==> config.mk <==
export PLATFORM = sky130hd
export DESIGN_NAME = axi_w_route_ctrl
export DESIGN_NICKNAME = d
export VERILOG_FILES = /design/src/rtl/axi_w_route_ctrl.sv
export SDC_FILE = /design/constraint.sdc
export NUM_CORES = 1
export LEC_CHECK = 0
export CORE_MARGIN = 3
export CORE_UTILIZATION = 51
export CTS_CLUSTER_DIAMETER = 150
export DETAILED_ROUTE_END_ITERATION = 16
export PLACE_DENSITY = 0.74
export REMOVE_ABC_BUFFERS = 1
export SETUP_SLACK_MARGIN = 0.2
export SLEW_MARGIN = 20
export SYNTH_ARGS = -nofsm -noshare
export SYNTH_HDL_FRONTEND = slang
export SYNTH_SLANG_ARGS = --single-unit
export TNS_END_PERCENT = 50
==> constraint.sdc <==
create_clock -name clk_i -period 3.4 [get_ports clk_i]
set_input_delay 0.51 -clock clk_i [delete_from_list [all_inputs] [get_ports clk_i]]
set_output_delay 0.51 -clock clk_i [all_outputs]
set_load 0.05 [all_outputs]
==> src/rtl/axi_w_route_ctrl.sv <==
// axi_w_route_ctrl: orders the shared AXI W channel among write sources.
// Each accepted AW pushes {src, len} into an order queue. The head entry
// selects which source drives W, and a beat counter generates WLAST and
// pops the head after len+1 beats. A source's own WLAST is only compared
// against the counter and sets a sticky protocol-error flag on disagreement.
// Optional build macro: AXI_W_ROUTE_FALLTHROUGH_EN lets an AW arriving at an
// empty queue drive the W routing in the same cycle.
module axi_w_route_ctrl #(
    parameter int unsigned NumSrc = 3,
    parameter int unsigned Depth  = 4,
    parameter int unsigned LenW   = 8,
    localparam int unsigned SrcW  = (NumSrc > 1) ? $clog2(NumSrc) : 1
) (
    input  logic              clk_i,
    input  logic              rst_i,
    input  logic              aw_valid_i,
    input  logic              aw_ready_i,
    input  logic [SrcW-1:0]   aw_src_i,
    input  logic [LenW-1:0]   aw_len_i,
    output logic              aw_stall_o,
    input  logic [NumSrc-1:0] src_w_valid_i,
    input  logic [NumSrc-1:0] src_w_last_i,
    output logic [NumSrc-1:0] src_w_ready_o,
    output logic [SrcW-1:0]   w_sel_o,
    output logic              w_valid_o,
    output logic              w_last_o,
    input  logic              w_ready_i,
    output logic              busy_o,
    output logic              proto_err_o
);

    localparam int unsigned PtrW = $clog2(Depth);
    localparam int unsigned CntW = PtrW + 1;

    // Order queue storage; data needs no reset since r_count gates every read.
    logic [SrcW-1:0] r_src_mem [Depth];
    logic [LenW-1:0] r_len_mem [Depth];

    logic [PtrW-1:0] r_wr_ptr, r_rd_ptr;
    logic [CntW-1:0] r_count;
    logic [LenW-1:0] r_bcnt;
    logic            r_proto_err;

    logic [PtrW-1:0] w_wr_ptr_d, w_rd_ptr_d;
    logic [CntW-1:0] w_count_d;
    logic [LenW-1:0] w_bcnt_d;
    logic            w_proto_err_d;

    logic            w_full, w_empty;
    logic            w_push, w_store, w_beat, w_pop, w_mem_pop;
    logic            w_head_vld;
    logic [SrcW-1:0] w_head_src;
    logic [LenW-1:0] w_head_len;
    logic            w_src_last;

    assign w_full     = (r_count == CntW'(Depth));
    assign w_empty    = (r_count == '0);
    assign aw_stall_o = w_full;
    assign busy_o     = ~w_empty;
    assign proto_err_o = r_proto_err;

    // Stall is registered-only, so the push qualifier never sees the W side.
    assign w_push = aw_valid_i & aw_ready_i & ~w_full;

    // Select the entry currently owning the W channel.
    always_comb begin
        w_head_vld = ~w_empty;
        w_head_src = r_src_mem[r_rd_ptr];
        w_head_len = r_len_mem[r_rd_ptr];
`ifdef AXI_W_ROUTE_FALLTHROUGH_EN
        if (w_empty && w_push) begin
            w_head_vld = 1'b1;
            w_head_src = aw_src_i;
            w_head_len = aw_len_i;
        end
`endif
    end

    // Route the head source onto the downstream W channel.
    always_comb begin
        w_sel_o       = '0;
        w_valid_o     = 1'b0;
        w_last_o      = 1'b0;
        src_w_ready_o = '0;
        w_src_last    = 1'b0;
        if (w_head_vld) begin
            w_sel_o  = w_head_src;
            w_last_o = (r_bcnt == w_head_len);
            for (int unsigned i = 0; i < NumSrc; i++) begin
                if (w_head_src == SrcW'(i)) begin
                    w_valid_o        = src_w_valid_i[i];
                    src_w_ready_o[i] = w_ready_i;
                    w_src_last       = src_w_last_i[i];
                end
            end
        end
    end

    assign w_beat = w_valid_o & w_ready_i;
    assign w_pop  = w_beat & w_last_o;
    // A fall-through entry finished in its own AW cycle is never stored.
    assign w_store   = w_push & ~(w_empty & w_pop);
    assign w_mem_pop = w_pop & ~w_empty;

    // Next-state for pointers, occupancy, beat counter and error flag.
    always_comb begin
        w_wr_ptr_d    = r_wr_ptr;
        w_rd_ptr_d    = r_rd_ptr;
        w_count_d     = r_count;
        w_bcnt_d      = r_bcnt;
        w_proto_err_d = r_proto_err;

        if (w_store) begin
            w_wr_ptr_d = r_wr_ptr + PtrW'(1);
        end
        if (w_mem_pop) begin
            w_rd_ptr_d = r_rd_ptr + PtrW'(1);
        end
        if (w_store && !w_mem_pop) begin
            w_count_d = r_count + CntW'(1);
        end else if (!w_store && w_mem_pop) begin
            w_count_d = r_count - CntW'(1);
        end

        if (w_beat) begin
            w_bcnt_d = w_last_o ? '0 : r_bcnt + LenW'(1);
            if (w_src_last != w_last_o) begin
                w_proto_err_d = 1'b1;
            end
        end
    end

    // Control state with asynchronous reset.
    always_ff @(posedge clk_i or posedge rst_i) begin
        if (rst_i) begin
            r_wr_ptr    <= '0;
            r_rd_ptr    <= '0;
            r_count     <= '0;
            r_bcnt      <= '0;
            r_proto_err <= 1'b0;
        end else begin
            r_wr_ptr    <= w_wr_ptr_d;
            r_rd_ptr    <= w_rd_ptr_d;
            r_count     <= w_count_d;
            r_bcnt      <= w_bcnt_d;
            r_proto_err <= w_proto_err_d;
        end
    end

    // Queue payload write.
    always_ff @(posedge clk_i) begin
        if (w_store) begin
            r_src_mem[r_wr_ptr] <= aw_src_i;
            r_len_mem[r_wr_ptr] <= aw_len_i;
        end
    end

endmodule

==> results.tsv <==
stage	metric	value	unit
run_status	status	finished clean	
floorplanning	initial_core_util	53.65	%
floorplanning	die_w	76.95	um
sta	fmax	341.0	MHz
final_layout	fin_cells	279	
clocking	clockBufferDepth	2	
power	p_leak	1.098	nW
power	power.internal	1.301	mW
routing	wl_per_cell	15.85	um
clocking	clock_latency	290	ps
synth	yosysWarnings	0	
final_layout	layout-drive-gt1-share	11.79	%
sta	setup_viol	0	
critical_path	crit_type	register to register	
power	power.switching	0.5961	mW
critical_path	cp_max_fo	9	
floorplanning	core-area	4786	um^2
synth	synth.top_cell.area_share	46.78	%
synth	synth.distinct_cells	36	
power	swShare	31.41	%
global_routing	grt.overflow.total	0	
global_routing	grt_max_degree	17	
synth	yosys-top-cells-count	40 x edfxtp_1, 16 x dfrtp_1, 13 x xnor2_1	
routing	drt_wl_total	4.421	mm
global_routing	grt_pass1_vias	1571	
clocking	cts_buffers	5	
critical_path	end_kind	register	
critical_path	arrival	3120	ps
synth	synthTopCellsByArea	edfxtp_1 47%, dfrtp_1 16%, mux4_2 5.3%	
synth	synth_most_common_cell	edfxtp_1	
critical_path	start_kind	register	
sta	setup_tns	0	ps
final_layout	regArea	1603	um^2
synth	ys_seq_area_share	62.38	%
final_layout	multiInputGateArea	890.9	um^2
synth	synth_area	2567	um^2
final_layout	nets	239	
job	drv_cap	0	
clocking	cts_root_buffer	clkbuf_8	
synth	yosys_most_used_dff	edfxtp_1	
synth	synth-seq-cells	56	
placed_design	dpl.cell_count	271	
floorplanning	die_h	76.95	um
sta	worstMarginPinSlew	648.1	ps
global_routing	antenna_found_initial	0	
final_layout	diodes	0	
final_layout	area_growth	18.13	%
final_layout	num-fill-cells	376	
sta	slew_headroom	56.75	%
global_routing	grt_pass1_wl	7.507	mm
floorplanning	rows	25	
synth	syn_avg_cell_area	14.51	um^2
routing	drc	0	
placed_design	portBuffers	30	
clocking	cts_tree	done	
routing	vias	1492	
placed_design	hpwl	3.293	mm
routing	drt_iter0_drc	40	
synth	synthArstFlopShare	28.57	%
power	power_frac_clock	21.5	%
synth	syn_inst	177	
floorplanning	die_area	5921	um^2
routing	viasPerCell	5.348	
clocking	cts_max_level	2	
sta	layout_min_cycle_time	2933	ps
sta	hold_viol	0	
global_routing	grt_use_total	16.48	%
hold_path	worst_hold_path_type	register to register	
placed_design	gp_congestion	0.7654	
clocking	cts.sinks	56	
sta	period_share	86.26	%
floorplanning	pin_count	31	
power	comb_power_share	28.7	%
synth	synth_edf_count	40	
clocking	postCtsHoldBufs	0	
power	p_per_area	625.7	nW/um^2
power	pwr-share-seq	49.8	%
sta	skew	4.899	ps
power	ir_drop	0.0003106	V
clocking	clk_pin_slew_worst_paths	90	ps
critical_path	reg2regPathDepth	8	
sta	hold_slack	462.0	ps
sta	rsz0062_at_grt	no	
synth	yosys.area.top_type	edfxtp_1	
sta	slew_viol_final	0	
hold_path	hold_depth	1	
critical_path	crit_required	3590	ps
routing	ant_nets	0	
routing	first_pass_iters	4	
[sequential cells by signal (all words and copies together) (netlist names)]
signal and cells:
r_wr_ptr 2, r_count 3, r_rd_ptr 2, r_len_mem 32, r_src_mem 8, r_bcnt 8, proto_err_o 1
[through the flow]
stage | power (mW) | utilization (%) | area, um^2 | worst slack [ps]
finish | 1.898 | 63.37 | 3033 | 467.1
global route | 2.020 | 63.37 | 3033 | 228.9
CTS | 1.913 | 63.35 | 3032 | 272.1
detailed placement | 1.510 | 61.12 | 2925 | 286.5
global placement | 1.480 | 61.12 | 2925 | 342.8
floorplan | 1.335 | - | 2519 | -565.3
[worst paths after layout]
kind / from / to / slack (ps)
setup reg to reg: r_rd_ptr[0]$_DFFE_PP0P_ / r_count[1]$_DFFE_PP0P_ / 470
min in group asynchronous: rst_i / r_count[2]$_DFFE_PP0P_ / 600
hold / removal: proto_err_o$_DFFE_PP0P_ / proto_err_o$_DFFE_PP0P_ / 460
hold reg to reg: proto_err_o$_DFFE_PP0P_ / proto_err_o$_DFFE_PP0P_ / 460
setup / recovery: r_rd_ptr[0]$_DFFE_PP0P_ / r_count[1]$_DFFE_PP0P_ / 470
max in group asynchronous: rst_i / r_rd_ptr[0]$_DFFE_PP0P_ / 2350
[layout by cell type, fill, tap and decap left out, types with 2 or more instances in the layout]
master | synthesis | layout
edfxtp_1 | 40 | 40
a21o_1 | 2 | 2
clkinv_1 | 0 | 2
clkbuf_8 | 0 | 5
a22o_1 | 2 | 2
nor3_1 | 3 | 3
mux4_1 | 2 | 2
and2_1 | 5 | 5
dfrtp_1 | 16 | 15
o21a_1 | 2 | 2
mux4_2 | 6 | 6
nand3_1 | 5 | 5
a21oi_1 | 3 | 3
ha_1 | 6 | 6
nand2_1 | 12 | 12
nor2b_1 | 3 | 3
xor2_1 | 4 | 4
buf_4 | 0 | 7
mux2i_1 | 6 | 6
inv_1 | 7 | 7
xnor2_1 | 13 | 13
and3_1 | 2 | 2
o21ai_0 | 7 | 7
nand3b_1 | 2 | 2
nor2_1 | 11 | 11
mux2_2 | 2 | 2
clkdlybuf4s50_1 | 0 | 25
[metal layers]
layer	wire (um)	vias to the layer above	part of all wire [%]	global-route usage, %
li1	-	715	-	-
met1	1841	734	42	19.60
met2	2303	38	52	28.66
met3	236	5	5.3	5.164
met4	40	0	0.90	4.710
met5	0	-	0	0
[power groups by stage]
stage | clock network, mW | registers (mW) | logic [mW]
finish | 0.408 | 0.946 | 0.544
global route | 0.451 | 0.967 | 0.603
CTS | 0.417 | 0.945 | 0.551
detailed placement | 0 | 0.961 | 0.549
global placement | 0 | 0.952 | 0.528
floorplan | 0 | 0.951 | 0.384
[critical path, stage by stage (launching register included)]
cell	delay [ps]
dfrtp_2	530
mux4_2	610
nand3b_1	240
o21ai_0	300
nand2_1	160
ha_1	230
inv_1	70
fa_1	410
mux2_2	260
[cell type report]
type	count	share of cell area, %
Sequential cell	56	52.85
Clock buffer	5	2.269
Clock inverter	3	1.238
Inverter	7	0.8663
Tap cell	67	2.764
Timing Repair Buffer	33	10.64
Multi-Input combinational cell	108	29.37
[cell families after synthesis]
logic type / after synthesis / synth area share, %
compound gates: 21 / 5.701
flops: 56 / 62.38
fa+ha+maj: 7 / 3.704
mux: 16 / 10.53
buf+inv: 13 / 2.924
xor+xnor: 17 / 5.799
simple gates: 47 / 8.967
[repair_timing]
item                                    4_1_cts  5_1_grt
buffers inserted                              0        0
hold endpoints to repair                      0        0
gates resized for setup                       0        1
endpoints found under the setup margin        0        3
(Power assumes the default switching activity.)
